===== src/rtl/ps2_keyboard_pkg.sv =====
// ps2_keyboard_pkg: set-2 scan codes, ASCII codes, decoder states and key translation maps
package ps2_keyboard_pkg;
  typedef enum logic [7:0] {
    SC_A = 8'h1C, SC_B = 8'h32, SC_C = 8'h21, SC_D = 8'h23, SC_E = 8'h24, SC_F = 8'h2B,
    SC_G = 8'h34, SC_H = 8'h33, SC_I = 8'h43, SC_J = 8'h3B, SC_K = 8'h42, SC_L = 8'h4B,
    SC_M = 8'h3A, SC_N = 8'h31, SC_O = 8'h44, SC_P = 8'h4D, SC_Q = 8'h15, SC_R = 8'h2D,
    SC_S = 8'h1B, SC_T = 8'h2C, SC_U = 8'h3C, SC_V = 8'h2A, SC_W = 8'h1D, SC_X = 8'h22,
    SC_Y = 8'h35, SC_Z = 8'h1A,
    SC_0 = 8'h45, SC_1 = 8'h16, SC_2 = 8'h1E, SC_3 = 8'h26, SC_4 = 8'h25, SC_5 = 8'h2E,
    SC_6 = 8'h36, SC_7 = 8'h3D, SC_8 = 8'h3E, SC_9 = 8'h46,
    SC_BACKTICK = 8'h0E, SC_MINUS = 8'h4E, SC_EQUAL = 8'h55, SC_LBRACKET = 8'h54,
    SC_RBRACKET = 8'h5B, SC_BACKSLASH = 8'h5D, SC_SEMICOLON = 8'h4C, SC_QUOTE = 8'h52,
    SC_COMMA = 8'h41, SC_PERIOD = 8'h49, SC_SLASH = 8'h4A,
    SC_SPACE = 8'h29, SC_ENTER = 8'h5A, SC_BACKSPACE = 8'h66, SC_TAB = 8'h0D,
    SC_LSHIFT = 8'h12, SC_RSHIFT = 8'h59, SC_CTRL = 8'h14, SC_ALT = 8'h11, SC_CAPSLOCK = 8'h58,
    SC_UP = 8'h75, SC_DOWN = 8'h72, SC_LEFT = 8'h6B, SC_RIGHT = 8'h74,
    SC_PREFIX_EXT = 8'hE0, SC_PREFIX_BREAK = 8'hF0
  } scan_code_t;

  typedef enum logic [7:0] {
    ASC_NUL = 8'h00, ASC_BS = 8'h08, ASC_TAB = 8'h09, ASC_CR = 8'h0D, ASC_SPACE = 8'h20,
    ASC_UP = 8'h80, ASC_DOWN = 8'h81, ASC_LEFT = 8'h82, ASC_RIGHT = 8'h83
  } ascii_code_t;

  typedef enum logic [1:0] {ST_IDLE, ST_EXT, ST_BRK, ST_EXT_BRK} dec_state_t;

  function automatic logic [7:0] base_map(input logic ext, input logic [7:0] code);
    if (ext) begin
      case (code)
        SC_UP: return ASC_UP; SC_DOWN: return ASC_DOWN;
        SC_LEFT: return ASC_LEFT; SC_RIGHT: return ASC_RIGHT;
        default: return ASC_NUL;
      endcase
    end
    case (code)
      SC_A: return "a"; SC_B: return "b"; SC_C: return "c"; SC_D: return "d"; SC_E: return "e";
      SC_F: return "f"; SC_G: return "g"; SC_H: return "h"; SC_I: return "i"; SC_J: return "j";
      SC_K: return "k"; SC_L: return "l"; SC_M: return "m"; SC_N: return "n"; SC_O: return "o";
      SC_P: return "p"; SC_Q: return "q"; SC_R: return "r"; SC_S: return "s"; SC_T: return "t";
      SC_U: return "u"; SC_V: return "v"; SC_W: return "w"; SC_X: return "x"; SC_Y: return "y";
      SC_Z: return "z";
      SC_0: return "0"; SC_1: return "1"; SC_2: return "2"; SC_3: return "3"; SC_4: return "4";
      SC_5: return "5"; SC_6: return "6"; SC_7: return "7"; SC_8: return "8"; SC_9: return "9";
      SC_BACKTICK: return 8'h60; SC_MINUS: return "-"; SC_EQUAL: return "=";
      SC_LBRACKET: return "["; SC_RBRACKET: return "]"; SC_BACKSLASH: return 8'h5C;
      SC_SEMICOLON: return ";"; SC_QUOTE: return 8'h27; SC_COMMA: return ",";
      SC_PERIOD: return "."; SC_SLASH: return "/";
      SC_SPACE: return ASC_SPACE; SC_ENTER: return ASC_CR;
      SC_BACKSPACE: return ASC_BS; SC_TAB: return ASC_TAB;
      default: return ASC_NUL;
    endcase
  endfunction

  function automatic logic [7:0] shift_map(input logic [7:0] a, input logic shift, input logic caps);
    if (a >= "a" && a <= "z") return (shift ^ caps) ? a - 8'h20 : a;
    if (!shift) return a;
    case (a)
      "1": return "!"; "2": return "@"; "3": return "#"; "4": return "$"; "5": return "%";
      "6": return "^"; "7": return "&"; "8": return "*"; "9": return "("; "0": return ")";
      "-": return "_"; "=": return "+"; "[": return "{"; "]": return "}"; ";": return ":";
      ",": return "<"; ".": return ">"; "/": return "?";
      8'h60: return 8'h7E; 8'h5C: return 8'h7C; 8'h27: return 8'h22;
      default: return a;
    endcase
  endfunction
endpackage


===== src/rtl/ps2_char_fifo.sv =====
// ps2_char_fifo: show-ahead FIFO with occupancy count, full and empty flags
module ps2_char_fifo #(
  parameter int DEPTH = 16,
  parameter int WIDTH = 8
) (
  input  logic                   clk,
  input  logic                   rst,
  input  logic                   push,
  input  logic [WIDTH-1:0]       din,
  input  logic                   pop,
  output logic [WIDTH-1:0]       dout,
  output logic [$clog2(DEPTH):0] count,
  output logic                   full,
  output logic                   empty
);
  localparam int AW = $clog2(DEPTH);
  logic [WIDTH-1:0] mem [DEPTH];
  logic [AW-1:0] wr_ptr, rd_ptr;
  logic do_push, do_pop;
  assign empty = count == '0;
  assign full = count == (AW + 1)'(DEPTH);
  assign do_pop = pop && !empty;
  assign do_push = push && (!full || do_pop);
  assign dout = empty ? '0 : mem[rd_ptr];
  always_ff @(posedge clk) begin
    if (rst) begin
      wr_ptr <= '0;
      rd_ptr <= '0;
      count <= '0;
    end else begin
      if (do_push) begin
        mem[wr_ptr] <= din;
        wr_ptr <= wr_ptr + AW'(1);
      end
      if (do_pop) rd_ptr <= rd_ptr + AW'(1);
      count <= count + (AW + 1)'(do_push) - (AW + 1)'(do_pop);
    end
  end
endmodule


===== src/rtl/ps2_keyboard_ascii_buffer.sv =====
// ps2_keyboard_ascii_buffer: PS/2 set-2 decoder with held-key bitmap and translated character queue
module ps2_keyboard_ascii_buffer
  import ps2_keyboard_pkg::*;
#(
  parameter int FIFO_DEPTH    = 16,
  parameter int DATA_WIDTH    = 32,
  parameter int REPEAT_ENABLE = 1
) (
  input  logic                        clk,
  input  logic                        rst,
  input  logic [7:0]                  scanCode,
  input  logic                        scanCodeReady,
  input  logic [7:0]                  asciiKeyAddress,
  output logic [DATA_WIDTH-1:0]       asciiKeyValue,
  output logic [7:0]                  charData,
  output logic                        charValid,
  input  logic                        charPop,
  output logic [$clog2(FIFO_DEPTH):0] fifoCount,
  output logic                        overflow,
  output logic [3:0]                  modifiers
);
  dec_state_t state, state_next;
  logic [255:0] held;
  logic l_shift, r_shift, l_ctrl, r_ctrl, l_alt, r_alt, caps_held, caps_lock;
  logic is_ext, is_brk, key_ev, mk, shift, ctrl, push, full, empty;
  logic [7:0] base, glyph;
  always_ff @(posedge clk) state <= rst ? ST_IDLE : state_next;
  always_comb begin
    is_ext = state == ST_EXT || state == ST_EXT_BRK;
    is_brk = state == ST_BRK || state == ST_EXT_BRK;
    key_ev = scanCodeReady && (state == ST_IDLE ? scanCode != SC_PREFIX_EXT && scanCode != SC_PREFIX_BREAK
                                                : state != ST_EXT || scanCode != SC_PREFIX_BREAK);
    state_next = !scanCodeReady ? state
               : state == ST_IDLE ? (scanCode == SC_PREFIX_EXT ? ST_EXT : scanCode == SC_PREFIX_BREAK ? ST_BRK : ST_IDLE)
               : state == ST_EXT && scanCode == SC_PREFIX_BREAK ? ST_EXT_BRK : ST_IDLE;
  end
  assign base = base_map(is_ext, scanCode);
  assign mk = key_ev && !is_brk;
  assign shift = l_shift | r_shift;
  assign ctrl = l_ctrl | r_ctrl;
  assign glyph = (ctrl && base >= "a" && base <= "z") ? {3'b000, base[4:0]} : shift_map(base, shift, caps_lock);
  assign push = mk && base != ASC_NUL && (!held[base] || REPEAT_ENABLE != 0);
  assign modifiers = {caps_lock, l_alt | r_alt, ctrl, shift};
  assign charValid = !empty;
  always_ff @(posedge clk) begin
    if (rst) begin
      held <= '0;
      {l_shift, r_shift, l_ctrl, r_ctrl, l_alt, r_alt, caps_held, caps_lock} <= '0;
      overflow <= 1'b0;
    end else begin
      if (key_ev) begin
        if (base != ASC_NUL) held[base] <= mk;
        if (!is_ext && scanCode == SC_LSHIFT) l_shift <= mk;
        if (!is_ext && scanCode == SC_RSHIFT) r_shift <= mk;
        if (scanCode == SC_CTRL) {r_ctrl, l_ctrl} <= is_ext ? {mk, l_ctrl} : {r_ctrl, mk};
        if (scanCode == SC_ALT) {r_alt, l_alt} <= is_ext ? {mk, l_alt} : {r_alt, mk};
        if (!is_ext && scanCode == SC_CAPSLOCK) begin
          caps_held <= mk;
          if (mk && !caps_held) caps_lock <= !caps_lock;
        end
      end
      if (push && full && !charPop) overflow <= 1'b1;
    end
    asciiKeyValue <= rst ? '0 : DATA_WIDTH'(held[asciiKeyAddress]);
  end
  ps2_char_fifo #(.DEPTH(FIFO_DEPTH), .WIDTH(8)) u_fifo (
    .clk(clk), .rst(rst), .push(push), .din(glyph), .pop(charPop),
    .dout(charData), .count(fifoCount), .full(full), .empty(empty)
  );
endmodule


===== config.mk =====
export PLATFORM = sky130hd
export DESIGN_NAME = ps2_keyboard_ascii_buffer
export DESIGN_NICKNAME = d
export VERILOG_FILES = /design/src/rtl/ps2_keyboard_pkg.sv /design/src/rtl/ps2_char_fifo.sv /design/src/rtl/ps2_keyboard_ascii_buffer.sv
export SDC_FILE = /design/constraint.sdc
export NUM_CORES = 1
export LEC_CHECK = 0
export BUFFER_PORTS_ARGS = -buffer_cell sky130_fd_sc_hd__buf_2
export CORE_MARGIN = 2
export CORE_UTILIZATION = 45
export DETAILED_ROUTE_END_ITERATION = 12
export MAX_ROUTING_LAYER = met4
export PLACE_DENSITY = 0.69
export SLEW_MARGIN = 0
export SYNTH_ARGS = -nofsm -noshare
export SYNTH_HDL_FRONTEND = slang
export SYNTH_SLANG_ARGS = --single-unit
export TNS_END_PERCENT = 100

===== constraint.sdc =====
create_clock -name clk -period 4.05 [get_ports clk]
set_input_delay 0.2025 -clock clk [delete_from_list [all_inputs] [get_ports clk]]
set_output_delay 0.2025 -clock clk [all_outputs]
set_load 0.05 [all_outputs]

==> results of run 1 <==
==> power by group <==
group          total [W]  internal, W  switching, W  leakage [nW]
Sequential       0.00436      0.00432     0.0000359          3.52
Combinational    0.00168     0.000611       0.00107          3.49
Clock            0.00368      0.00211       0.00156         0.629
Total            0.00971      0.00704       0.00267          7.64
==> metrics by stage <==
step | cells | cell area, µm² | util | power (W)
after floorplan | 1736 | 19300 | - | 0.00571
after global placement | 2287 | 20400 | 0.487 | 0.00612
after detailed placement | 2287 | 20400 | 0.487 | 0.00613
after CTS | 2364 | 21700 | 0.518 | 0.00980
after global routing | 2364 | 21700 | 0.518 | 0.0101
final | 2364 | 21700 | 0.518 | 0.00971
==> timing repair <==
action                     4_1_cts  5_1_grt
setup endpoints to repair        0       16
gates resized for setup          0        1
buffers inserted                 0        0
hold endpoints to repair         1        0
hold buffers                     1        0
==> final timing paths <==
check | from | end | slack, ns | cells past startpoint
max | scanCode[1] | u_fifo.mem[3][6] | 0.37 | 14
min | asciiKeyAddress[7] | asciiKeyValue[0] | 0.03 | 3
max reg2reg | state[0] | u_fifo.mem[3][6] | 0.42 | 10
min reg2reg | held[64] | held[64] | 0.46 | 2
==> cell type report <==
class	instances	share of cell area
flip-flops and latches	413	0.440
multi-input cells	1132	0.405
repair buffers	179	0.0603
clock buffers	62	0.0551
well taps	539	0.0311
clock inverters	14	0.00461
inverters	25	0.00432
==> per-layer routing <==
layer,vias up,share of wire,GRT usage
met5,-,0,-
met4,0,0.030,0.0785
met3,111,0.063,0.0359
met2,475,0.48,0.358
met1,6677,0.43,0.294
li1,6312,-,-
==> sequential cells by signal, indices dropped and copies added, names as in the netlist, named ones only <==
| name | cells |
|---|---|
| u_fifo.mem | 128 |
| u_fifo.wr_ptr | 4 |
| caps_held | 1 |
| l_ctrl | 1 |
| u_fifo.rd_ptr | 4 |
| u_fifo.count | 5 |
| held | 256 |
| l_alt | 1 |
| overflow | 1 |
| r_ctrl | 1 |
| r_shift | 1 |
| asciiKeyValue | 1 |
| caps_lock | 1 |
| state | 2 |
| r_alt | 1 |
| l_shift | 1 |
==> cells by family (layout without fill, tap and decap cells) <==
kind of cell / Yosys count / count (layout)
AO/OA/AOI/OAI: 298 / 298
XOR/XNOR: 10 / 10
adder cells (fa/ha/maj): 21 / 21
buffers and inverters: 191 / 280
flip-flops: 413 / 413
multiplexers: 177 / 177
other: 1 / 31
AND/OR/NAND/NOR: 595 / 595
==> worst max-delay path: stages <==
cell,delay (ns)
buf_2,0.15
inv_1,0.16
ha_1,0.32
inv_1,0.12
a2111oi_0,0.60
buf_4,0.22
a31oi_1,0.04
or2_1,0.24
o2111ai_1,0.14
o31ai_2,0.20
nor3_4,0.29
buf_4,0.18
nand2_1,0.09
nor2_1,0.91
==> layout by cell type (no fill, tap or decap), types with 7 or more instances in the layout <==
master	count
nand2_1	101
inv_1	23
nand4_1	25
a21oi_1	109
nor2_1	174
nand2b_1	13
mux2i_1	48
buf_2	37
a211oi_1	7
o2111ai_1	7
buf_4	136
edfxtp_1	128
dfxtp_1	284
nor2b_1	151
clkbuf_1	14
nor3_1	15
ha_1	20
or3_1	14
or4_1	8
nand3b_1	8
mux4_2	125
clkbuf_16	43
conb_1	31
nand3_1	39
and2_1	7
o21ai_0	94
==> results.txt, run 1 <==
Main combinational cell family by area after synthesis: multiplexers
Ys Warns: 0
Avg WL per Cell: 20.1 µm
Initial antenna violation count: 0
Via count: 13600
Pre-antenna DRT Iters: 7
Synth area leaders: dfxtp_1, edfxtp_1, mux4_2, nor2b_1, nor2_1
Synth cell types: 95
Via density: 5.74
Final nets: 1834
Clk pin slew, worst setup/hold paths: 0.06 ns
Synth Area in Simple Gates: 0.159
PortBufs: 39
WP data required: 4.22 ns
PwrDens: 447 nW/µm²
Fin. Hold Viols: 0
First-pass GRT wire length: 76.1 mm
Status: finished clean
Synth async-reset ratio: 0
Post-DP HPWL: 31.1 mm
Clock H-tree levels: 2
List of most frequent post-synthesis cells: dfxtp_1, nor2_1, nor2b_1, edfxtp_1, mux4_2
Multi-input gate area: 8790 µm²
Grt ovf: 0
EDFF count, synth: 128
Pre-CTS setup slack: -0.169 ns
Remaining DRCs: 0
Worst setup EP type: flip-flop
Core area: 41900 µm²
FF+latch area: 9550 µm²
Max-cap violations: 0
Post-synth top area cell: dfxtp_1
Post-synthesis adder-cell area fraction: 0.0141
FP Rows: 75
Worst-path fanout max: 8
Starting Density: 0.457
Yosys reg bits: 413
GPL Wtd Cong: 0.925
Die Span X: 210 µm
Crit path launch type: input port
Setup WS post-layout: 0.368 ns
Post-route ant nets: 0
Number of diodes: 0
Mean Syn Cell Area: 11.2 µm²
Syn Std Cell Area: 19200 µm²
XOR/XNOR share of the synthesized area: 0.00457
Number of CTS-inserted buffers: 42
Synth Area in Compound Gates: 0.0995
Fin Clk Skew: 0.0137 ns
Tot GR Track Use: 0.225
RSZ-0062 raised after global routing: no
Clk buf depth: 3
Yosys top cell area share: 0.298
TritonCTS clock tree: yes
Slew Limit Fails: 0
Tightest Hold Check Type: input port to flip-flop
Maximum vdd drop: 0.372 mV
# fillers: 3613
Final Critical Period: 3.68 ns
Area growth from synthesis to layout: 13.4%
Worst slew pin tran: 1.19 ns
Mux share of post-synthesis cell area: 0.175
Detailed Route WL: 47.6 mm
Final setup viols: 0
Rel. slew slack: 0.202
DR iter-0 viols: 1311
Vias in the first global route: 13500
Die area: 44200 µm²
TNS Setup: 0 ns
Share of post-route cells with drive strength above 1: 0.218
Post-synthesis instance total: 1706
Static leakage: 7.64 nW
Worst hold margin: 0.0316 ns
Io pins: 71
Fin crit share: 0.909
CTS sink count: 413
Top_reg_cell synth: dfxtp_1
Skew-Pair Late Insertion Delay: 0.56 ns
Die height: 210 µm
Count leader, synth: dfxtp_1
Worst Path Class, Setup: input port to flip-flop
Sequential area share after synthesis: 0.498
Root Buffer: clkbuf_16
F_max: 272 MHz
Largest net degree at the start of global routing: 117
Crit path arrival time: 3.85 ns
Power figures use the tool's default switching activity.
==> run 2, diff against run 1 <==
--- a/config.mk
+++ b/config.mk
@@ -6,11 +6,11 @@
 export NUM_CORES = 1
 export LEC_CHECK = 0
 export BUFFER_PORTS_ARGS = -buffer_cell sky130_fd_sc_hd__buf_2
-export CORE_MARGIN = 2
 export CORE_UTILIZATION = 45
 export DETAILED_ROUTE_END_ITERATION = 12
 export MAX_ROUTING_LAYER = met4
 export PLACE_DENSITY = 0.69
+export SETUP_SLACK_MARGIN = 0.15
 export SLEW_MARGIN = 0
 export SYNTH_ARGS = -nofsm -noshare
 export SYNTH_HDL_FRONTEND = slang
==> run 2 against run 1 <==
Clock-buffer cell count unchanged. Setup slack got worse by 0.051 ns. Global-route usage grew 0.17 points. Die area decreased by 1.9%. Largest power group unchanged.
==> results.txt, run 2 (synthesis results as in run 1) <==
Crit path arrival time: 4.00 ns (+0.15 ns)
Worst path most repeated cell: buf_4
TritonCTS clock tree: yes
Rel. slew slack: 0.215 (+0.0132)
Area growth from synthesis to layout: 13.3% (about the same)
Total power: 0.0102 W (+5.1%)
Die Span X: 208 µm (-0.95%)
Clk pin slew, worst setup/hold paths: 0.06 ns (about the same)
Number of diodes: 0 (unchanged)
Final Critical Period: 3.73 ns (+0.0506 ns)
Max-cap violations: 0 (unchanged)
Largest regs: held (256), u_fifo.mem (128), u_fifo.count (5)
Clock H-tree levels: 2 (unchanged)
PwrDens: 470 nW/µm² (+5.1%)
Wire length on met3: 2.80 mm (-6.7%)
Root Buffer: clkbuf_16
Vias in the first global route: 13400 (-0.58%)
Tightest Hold Check Type: input port to flip-flop
Number of CTS-inserted buffers: 43 (+2.4%)
Top reg by flops: held
Grt ovf: 0 (unchanged)
Worst slew pin tran: 1.18 ns (-0.0154 ns)
Via count: 13400 (-0.97%)
Crit-path max cell delay: 0.53 ns (-0.38 ns)
Worst Path Class, Setup: flip-flop to flip-flop
Cell Chain, Critical Path: inv_1 -> nand2_1 -> a211oi_1 -> a211oi_2 -> buf_4 -> nor2_1 -> nor3_1 -> buf_4 -> a2111oi_4 -> buf_4 -> a21oi_4 -> o221a_2
Worst hold margin: 0.0435 ns (+0.0119 ns)
Maximum vdd drop: 0.301 mV (-19%)
Most frequent cells in the layout: dfxtp_1, nor2_1, nor2b_1, edfxtp_1, mux4_2
Placed inst area: 20200 µm² (-1.0%)
Core area: 41900 µm² (unchanged)
Detailed Route WL: 47.4 mm (-0.42%)
Static leakage: 7.60 nW (-0.47%)
Fin crit share: 0.922 (+0.0125)
Max reg flops: 256 (unchanged)
First-pass GRT wire length: 75.2 mm (-1.2%)
RSZ-0062 raised after global routing: no
Crit path launch type: flip-flop
Post-route ant nets: 0 (unchanged)
Largest net degree at the start of global routing: 124 (+6.0%)
Uppermost layer routed: met4
Crit path max-delay family: compound AO/OA/AOI/OAI gates
CP max-delay cell: a211oi_1
Die height: 208 µm (-0.95%)
TNS Setup: 0 ns (unchanged)
DRT met1 WL: 20.2 mm (-1.0%)
Most common cell after layout, fill and taps aside: dfxtp_1
Worst setup EP type: flip-flop
Fin Clk Skew: 0.0144 ns (+0.000657 ns)
Initial antenna violation count: 0 (unchanged)
DR iter-0 viols: 1172 (-11%)
Share of post-route cells with drive strength above 1: 0.209 (-0.00841)
Skew-Pair Late Insertion Delay: 0.57 ns (about the same)
Starting Density: 0.457 (unchanged)
# fillers: 3559 (-1.5%)
F_max: 268 MHz (-1.4%)
FP Rows: 75 (unchanged)
Pre-antenna DRT Iters: 5 (-2)
Slew Limit Fails: 0 (unchanged)
Clk buf depth: 3 (unchanged)
Final nets: 1805 (-1.6%)
WP data required: 4.32 ns (+0.10 ns)
Post-DP HPWL: 30.7 mm (-1.4%)
CP Buf/Inv Count: 4 (-1)
PortBufs: 39 (unchanged)
Fin. Hold Viols: 0 (unchanged)
GPL Wtd Cong: 0.955 (+3.2%)
Avg WL per Cell: 20.3 µm (+0.73%)
CTS sink count: 413 (unchanged)
Final setup viols: 0 (unchanged)
Via density: 5.75 (+0.17%)
Remaining DRCs: 0 (unchanged)
Metal2 WL: 23.3 mm (+2.1%)
Die area: 43400 µm² (-1.9%)
Worst-path fanout max: 16 (+8)
Tot GR Track Use: 0.227 (+0.00170)
Post-route cell area: 21700 µm² (about the same)
Io pins: 71 (unchanged)
Status: finished clean
-- run 2: timing repair --
| action | CTS | global route |
|---|---|---|
| setup endpoints to repair | 16 | 16 |
| buffers inserted | 0 | 0 |
| hold buffers | 1 | 0 |
| hold endpoints to repair | 1 | 0 |
| gates resized for setup | 1 | 1 |
-- run 2: report_power, final --
part / internal [W] / switching, W / total [W]
sequential: 0.00432 / 0.0000710 / 0.00439
clock: 0.00253 / 0.00163 / 0.00416
combinational: 0.000613 / 0.00104 / 0.00166
-- run 2: area by class of cell --
cell class,instances,area (µm²),area share
clock inverter,17,260,0.0120
timing repair buffer,149,1100,0.0505
sequential,413,9550,0.440
multi-input combinational,1132,8800,0.405
clock buffer,62,1240,0.0571
tap,539,674,0.0311
inverter,25,93.8,0.00432
-- run 2: worst paths after layout --
check	start	endpoint	slack [ns]	depth (start not counted)
hold / removal	charPop	overflow	0.04	4
hold reg to reg	held[48]	held[48]	0.46	2
setup / recovery	state[0]	u_fifo.mem[1][6]	0.32	12
setup reg to reg	state[0]	u_fifo.mem[1][6]	0.32	12
-- run 2: worst register-to-register path: stages, from the launching register on --
cell and delay, ns:
dfxtp_1 0.36, inv_1 0.33, nand2_1 0.23, a211oi_1 0.53, a211oi_2 0.13, buf_4 0.22
nor2_1 0.39, nor3_1 0.09, buf_4 0.17, a2111oi_4 0.32, buf_4 0.19, a21oi_4 0.08
o221a_2 0.40
-- run 2: metrics by stage --
| stage | util | std cells | setup WS (ns) |
|---|---|---|---|
| final | 0.518 | 2337 | 0.317 |
| after global routing | 0.518 | 2337 | 0.191 |
| after CTS | 0.518 | 2337 | 0.355 |
| after detailed placement | 0.481 | 2257 | -0.244 |
| after global placement | 0.481 | 2257 | -0.260 |
| after floorplan | - | 1736 | 0.190 |
-- run 2: layer usage --
metal,global-route usage,vias up
met2,0.371,452
li1,-,6250
met4,0.0692,0
met1,0.288,6648
met3,0.0377,93
met5,-,-
